<file path="src/rtl/pipe_pkg.sv">
// Shared pipeline definitions: MEM/WB buffer state encoding and default datapath widths.
package pipe_pkg;
  typedef enum logic [1:0] {
    S_EMPTY = 2'd0,
    S_ONE   = 2'd1,
    S_TWO   = 2'd2
  } wb_state_e;

  localparam int DATA_W_DEF = 32;
  localparam int ADDR_W_DEF = 5;
endpackage

</file>
<file path="src/rtl/mem_wb_stage.sv">
// MEM/WB pipeline register built as a 2-entry in-order skid buffer with a
// registered in_ready, register-0 write suppression and flush.
module mem_wb_stage
  import pipe_pkg::*;
#(
  parameter int DATA_W        = DATA_W_DEF,
  parameter int ADDR_W        = ADDR_W_DEF,
  parameter int ZERO_SUPPRESS = 1
) (
  input  logic              clk,
  input  logic              rst,
  input  logic              flush,
  input  logic              in_valid,
  output logic              in_ready,
  input  logic              in_RegWrite,
  input  logic [ADDR_W-1:0] in_WriteAddr,
  input  logic [DATA_W-1:0] in_MEMOut,
  output logic              out_valid,
  input  logic              out_ready,
  output logic              out_RegWrite,
  output logic [ADDR_W-1:0] out_WriteAddr,
  output logic [DATA_W-1:0] out_MEMOut,
  output logic              fwd_valid,
  output logic [1:0]        occupancy
);

  wb_state_e         state_q, state_d;
  logic              in_ready_q;
  logic              head_rw, skid_rw;
  logic [ADDR_W-1:0] head_addr, skid_addr;
  logic [DATA_W-1:0] head_data, skid_data;
  logic              accept, pop, in_rw_eff;
  logic              head_we, skid_we, skid_to_head;

  assign accept = in_valid & in_ready_q;
  assign pop    = out_valid & out_ready;

  // Register 0 is hardwired; its writes are neutralised on entry, payload kept.
  assign in_rw_eff = in_RegWrite & ~((ZERO_SUPPRESS != 0) && (in_WriteAddr == '0));

  always_comb begin
    state_d      = state_q;
    head_we      = 1'b0;
    skid_we      = 1'b0;
    skid_to_head = 1'b0;
    if (flush) begin
      state_d = S_EMPTY;
    end else begin
      case (state_q)
        S_EMPTY: if (accept) begin
          state_d = S_ONE;
          head_we = 1'b1;
        end
        S_ONE: begin
          if (accept && !pop) begin
            state_d = S_TWO;
            skid_we = 1'b1;
          end else if (pop && !accept) begin
            state_d = S_EMPTY;
          end else if (accept && pop) begin
            head_we = 1'b1;
          end
        end
        S_TWO: if (pop) begin
          state_d      = S_ONE;
          skid_to_head = 1'b1;
        end
        default: state_d = S_EMPTY;
      endcase
    end
  end

  always_ff @(posedge clk or negedge rst) begin
    if (!rst) begin
      state_q    <= S_EMPTY;
      in_ready_q <= 1'b0;
    end else begin
      state_q    <= state_d;
      in_ready_q <= (state_d != S_TWO);
    end
  end

  // Payload moves only on accept or skid promotion; a bare pop leaves it intact.
  always_ff @(posedge clk or negedge rst) begin
    if (!rst) begin
      head_rw   <= 1'b0;
      head_addr <= '0;
      head_data <= '0;
      skid_rw   <= 1'b0;
      skid_addr <= '0;
      skid_data <= '0;
    end else begin
      if (head_we) begin
        head_rw   <= in_rw_eff;
        head_addr <= in_WriteAddr;
        head_data <= in_MEMOut;
      end else if (skid_to_head) begin
        head_rw   <= skid_rw;
        head_addr <= skid_addr;
        head_data <= skid_data;
      end
      if (skid_we) begin
        skid_rw   <= in_rw_eff;
        skid_addr <= in_WriteAddr;
        skid_data <= in_MEMOut;
      end
    end
  end

  assign in_ready      = in_ready_q;
  assign out_valid     = (state_q != S_EMPTY);
  assign out_RegWrite  = head_rw;
  assign out_WriteAddr = head_addr;
  assign out_MEMOut    = head_data;
  assign fwd_valid     = out_valid & head_rw;
  assign occupancy     = state_q;

endmodule

</file>
<file path="config.mk">
export PLATFORM = sky130hd
export DESIGN_NAME = mem_wb_stage
export DESIGN_NICKNAME = d
export VERILOG_FILES = /design/src/rtl/pipe_pkg.sv /design/src/rtl/mem_wb_stage.sv
export SDC_FILE = /design/constraint.sdc
export NUM_CORES = 1
export LEC_CHECK = 0
export ABC_AREA = 1
export ABC_CLOCK_PERIOD_IN_PS = 1900
export BUFFER_PORTS_ARGS = -buffer_cell sky130_fd_sc_hd__clkbuf_2
export CELL_PAD_IN_SITES_DETAIL_PLACEMENT = 2
export CELL_PAD_IN_SITES_GLOBAL_PLACEMENT = 2
export CORE_MARGIN = 2
export CORE_UTILIZATION = 33
export DETAILED_ROUTE_END_ITERATION = 8
export PLACE_DENSITY = 0.91
export SLEW_MARGIN = 20
export SYNTH_ARGS = -nofsm -noshare
export SYNTH_HDL_FRONTEND = slang
export SYNTH_SLANG_ARGS = --single-unit
export TNS_END_PERCENT = 50
</file>
<file path="constraint.sdc">
create_clock -name clk -period 1.9 [get_ports clk]
set_input_delay 0.095 -clock clk [delete_from_list [all_inputs] [get_ports clk]]
set_output_delay 0.095 -clock clk [all_outputs]
set_load 0.01 [all_outputs]
</file>
### After elaboration in Yosys (flattened, before gate mapping)

Cells that the tools add are included.

* register bits after elaboration: 79
* input port bits: 43

* equality and inequality tests: 3
* muxes and demuxes: 24
* bitwise logic cells: 5
* reductions and logical operators: 9

Operators by type and width (number)
* two-way mux 32 bit: 2
* two-way mux 1 bit: 13
* two-way mux 2 bit: 5
* two-way mux 5 bit: 2
* case mux 2 bit (3 select lines): 1
* logical NOT 5 bit: 1
* AND 1 bit: 4
* nonzero test 2 bit: 2
* logical AND 1 bit: 3
* equality test 2 x 1 -> 1 bit, second input constant: 1
* equality test 2 bit, second input constant: 1
* logical NOT 1 bit: 2
* logical NOT 2 bit: 1
* != test 2 bit, second input constant: 1
* case mux 1 bit (2 select lines): 1
* NOT 1 bit: 1

### Depth between registers and ports, before layout

* depth after elaboration: 9
* depth in mapped cells: 7
* mapped depth without buffers: 6

### Worst setup path before layout

Ideal clock, no wire load.

* kind: flip-flop to flip-flop
* from: register state_q[1], in the netlist occupancy[1]
* to: register head_data[25], in the netlist out_MEMOut[25]
* library setup time: 0.117 ns
* arrival: 1.169 ns
* setup slack: 0.614 ns
* stages on the path, launching flop included: 7
* buffers on the path: 2
* period minus slack after synthesis: 1.286 ns
* path through: dfrtp_1 > nor2_2 > nand3_2 > buf_2 > buf_2 > nand3_1 > nand2_1

* cells in the longest elaborated chain, start to end: 9
* elaborated cells on any way between the ends: 19

Ends and longest elaborated chain
* from (decl): line mem_wb_stage.sv:27 `wb_state_e state_q, state_d;`
* from (signal assigned): line mem_wb_stage.sv:78 `state_q <= state_d;`
* nonzero test 2 bit: line mem_wb_stage.sv:111 `assign out_valid = (state_q != S_EMPTY);`
* AND 1 bit: line mem_wb_stage.sv:36 `assign pop = out_valid & out_ready;`
* logical AND 1 bit: line mem_wb_stage.sv:60 `end else if (accept && pop) begin`
* two-way mux 1 bit: line mem_wb_stage.sv:60
* two-way mux 1 bit: line mem_wb_stage.sv:58 `end else if (pop && !accept) begin`
* two-way mux 1 bit: line mem_wb_stage.sv:55 `if (accept && !pop) begin`
* case mux 1 bit (2 select lines): line mem_wb_stage.sv:49 `case (state_q)`
* two-way mux 1 bit: line mem_wb_stage.sv:46 `if (flush) begin`
* two-way mux 32 bit or nonzero test 2 bit (tied branches)
* to (signal assigned): line mem_wb_stage.sv:96 `head_data <= in_MEMOut;`
* to (signal assigned): line mem_wb_stage.sv:100 `head_data <= skid_data;`
* to (decl): line mem_wb_stage.sv:31 `logic [DATA_W-1:0] head_data, skid_data;`

Parallel ways exist; a longest one is shown, timed or not.
A chain may end at the register's enable or synchronous reset.

### Worst setup path after layout

* from: register state_q[1], in the netlist occupancy[1]
* to: register skid_addr[4]

* cells in the longest elaborated chain, start to end: 7
* elaborated cells on any way between the ends: 8

Ends and longest elaborated chain
* nonzero test 2 bit: line mem_wb_stage.sv:111
* AND 1 bit: line mem_wb_stage.sv:36
* logical NOT 1 bit: line mem_wb_stage.sv:55
* logical AND 1 bit: line mem_wb_stage.sv:55
* two-way mux 1 bit: line mem_wb_stage.sv:55
* two-way mux 1 bit *: line mem_wb_stage.sv:49
* two-way mux 1 bit *: line mem_wb_stage.sv:46
* to (signal assigned): line mem_wb_stage.sv:104 `skid_addr <= in_WriteAddr;`
* to (decl): line mem_wb_stage.sv:30 `logic [ADDR_W-1:0] head_addr, skid_addr;`

Mark *: on every way between the ends. The rest lies on a longest branch, timed or not.

==> impl_metrics.env <==
export IMPL_status="finished, final reports clean"
export IMPL_nNetsFinal=601
export IMPL_die_area_um2=12500
export IMPL_cts_setup_buffers=0
export IMPL_io_buffers=85
export IMPL_synth_xor_area_frac=0
export IMPL_endpoint_kind="flip-flop"
export IMPL_synth_mux_area_frac=0
export IMPL_synthDominantCellAreaShare=0.517
export IMPL_syn_to_final_growth_pct=22.3
export IMPL_start_kind="flip-flop"
export IMPL_fmax_mhz=587
export IMPL_drt_iter0_markers=119
export IMPL_die_width_um=112
export IMPL_switchingPower_mw=1.60
export IMPL_ant_nets=0
export IMPL_synth_area_um2=3820
export IMPL_p_int_mw=3.53
export IMPL_synth_compound_area_frac=0.0995
export IMPL_drive_gt1_frac=0.213
export IMPL_synth_cell_types=17
export IMPL_seq_power_share=0.452
export IMPL_ys_ff_latch=79
export IMPL_dr_pass1_iters=4
export IMPL_dp_hpwl_mm=8.85
export IMPL_grt_max_degree=44
export IMPL_synth_top_family_by_area="simple AND/OR/NAND/NOR gates"
export IMPL_r2r_cells=5
export IMPL_avgSynthCellArea_um2=7.91
export IMPL_hp_start="in_MEMOut[0]"
export IMPL_drc_errors=0
export IMPL_rr_startpoint="occupancy[1]"
export IMPL_overflow=0
export IMPL_fillers=1324
export IMPL_clock_sinks=79
export IMPL_maxCapViolCount=0
export IMPL_placed_area_um2=4380
export IMPL_synthTopCellsByCount="nand2_1 (120), inv_1 (80), dfrtp_1 (79), o21ai_0 (54), nand3_1 (41)"
export IMPL_yosysWarnings=0
export IMPL_synth_main_ff_cell="dfrtp_1"
export IMPL_clk_latency_ns=0.35
export IMPL_finalHoldViolCount=0
export IMPL_holdPathEnd="skid_data[0]"
export IMPL_relSlewSlack=0.636
export IMPL_finalClockSkew_ns=0.0105
export IMPL_finalWeightedCongestion=0.719
export IMPL_via_count=3743
export IMPL_path_class="flip-flop to flip-flop"
export IMPL_tns_ns=0
export IMPL_grt_pass1_vias=4128
export IMPL_yosys_area_top_type="dfrtp_1"
export IMPL_syn_nets=526
export IMPL_finalCritPeriodShare=0.896
export IMPL_crit_fanout=37
export IMPL_p_leak_nw=2.50
export IMPL_crit_arrival_ns=1.92
export IMPL_synthAdderAreaFrac=0
export IMPL_tritoncts="done"
export IMPL_cts_root_buf="clkbuf_16"
export IMPL_grtUsageTotal=0.233
export IMPL_hold_path_depth=3
export IMPL_required_ns=2.11
export IMPL_cts_buffer_depth=2
export IMPL_final_setup_viol_count=0
export IMPL_maxSlewViolCount=0
export IMPL_synthCells=483
export IMPL_synth_simple_area_share=0.250
export IMPL_antenna_found_initial=0
export IMPL_worstMarginPinSlew_ns=0.546
export IMPL_powerDensity_nw_per_um2=1100
export IMPL_pwr_share_clk=0.338
export IMPL_start_util=0.336
export IMPL_rsz0062_at_grt="false"
export IMPL_routed_wl_mm=13.7
export IMPL_power_frac_comb=0.210
export IMPL_synth_seq_area_share=0.517
export IMPL_worstReg2RegEnd="skid_addr[4]"
export IMPL_htreeDepth=3
export IMPL_post_route_cell_area_um2=4670
export IMPL_synth_edf_count=0
export IMPL_synth_most_common_cell="nand2_1"
export IMPL_async_flop_share=1.00
export IMPL_std_cell_rows=39
export IMPL_grt_pass1_wl_mm=22.7
export IMPL_cp_startpoint="occupancy[1]"
export IMPL_clk_pin_slew_ns=0.06
export IMPL_hold_class="input pin to flip-flop"
export IMPL_antenna_cells=0
export IMPL_wl_per_cell_um=19.5
export IMPL_swShare=0.313
export IMPL_layout_min_cycle_time_ns=1.70
export IMPL_die_h_um=112
export IMPL_cts_buffers=9
export IMPL_synth_top_cells_by_area="dfrtp_1 (52%), nand2_1 (12%), inv_1 (7.9%), o21ai_0 (7.1%), nand4_1 (6.2%)"
export IMPL_peakVddDrop_mv=0.558
export IMPL_worst_r2r_setup_slack_ns=0.20
export IMPL_core_um2=11400
export IMPL_ios=86
export IMPL_vias_per_cell=5.32
-- layout by cell type, fill, tap and decap left out, drive strengths merged --
cell type / synthesis / routed
o21ai: 76 / 76
bufinv: 0 / 1
nand4: 38 / 38
nand3: 43 / 43
dlygate4sd3: 0 / 1
nor2: 8 / 8
inv: 82 / 82
dfrtp: 79 / 79
clkbuf: 11 / 96
buf: 25 / 15
nand2: 120 / 120
nor3: 1 / 1
-- worst max-delay path by stage --
| stage | to | slack (ns) |
|---|---|---|
| 6_report | skid_addr[4] | 0.20 |
| 5_1_grt | out_MEMOut[22] | 0.11 |
| 4_1_cts | out_MEMOut[22] | 0.23 |
| 3_5_place_dp | out_MEMOut[22] | 0.27 |
| 3_3_place_gp | out_MEMOut[22] | 0.43 |
| 2_1_floorplan | out_MEMOut[25] | 0.61 |
-- registers in the layout, indices dropped and copies added, names as in the netlist --
name,count
in_ready,1
out_WriteAddr,5
skid_rw,1
occupancy,2
out_RegWrite,1
out_MEMOut,32
skid_addr,5
skid_data,32
-- cell families after synthesis --
group | after synthesis
buffers and inverters | 118
flip-flops | 79
AO/OA/AOI/OAI | 76
AND/OR/NAND/NOR | 210
-- layout make-up --
| class | count | area (um^2) | area share |
|---|---|---|---|
| well taps | 143 | 179 | 0.0383 |
| inverters | 82 | 308 | 0.0658 |
| clock buffers | 12 | 256 | 0.0549 |
| clock inverters | 1 | 30.0 | 0.00642 |
| repair buffers | 100 | 581 | 0.124 |
| flip-flops and latches | 79 | 1980 | 0.423 |
| multi-input cells | 286 | 1340 | 0.287 |
-- stage by stage --
step                total power [mW]  hold WS (ns)  setup WS (ns)  cells   util
floorplan                       2.86        -0.201          0.614    483      -
global placement                3.24         0.103          0.431    689  0.385
detailed placement              3.37         0.112          0.272    689  0.385
CTS                             5.19       0.00182          0.227    703  0.411
global route                    5.43        0.0278          0.107    703  0.411
finish                          5.13       0.00268          0.197    703  0.411
-- critical path: stages, from the launching register on --
cell and delay [ns]:
dfrtp_1 0.47, nor2_4 0.18, buf_4 0.20, nand3_2 0.09, buf_4 0.26, o21ai_0 0.35
-- layer usage --
| layer | share of wire | global-route usage | vias up |
|---|---|---|---|
| met5 | 0 | 0 | - |
| met2 | 0.54 | 0.413 | 81 |
| met3 | 0.027 | 0.0348 | 33 |
| met4 | 0.035 | 0.116 | 0 |
| met1 | 0.40 | 0.277 | 1937 |
| li1 | - | - | 1692 |
-- power by group through the flow --
stage / sequential (mW) / combinational [mW] / clock [mW]
after floorplan: 2.33 / 0.527 / 0
after global placement: 2.29 / 0.949 / 0
after detailed placement: 2.33 / 1.05 / 0
after CTS: 2.32 / 1.10 / 1.77
after global routing: 2.36 / 1.23 / 1.84
final: 2.32 / 1.08 / 1.74
-- what timing repair did --
item	4_1_cts	5_1_grt
hold endpoints to repair	36	0
resized for setup	0	0
endpoints found under the setup margin	0	0
hold buffers	1	0
Note: power is estimated with default switching activity, not from simulation.
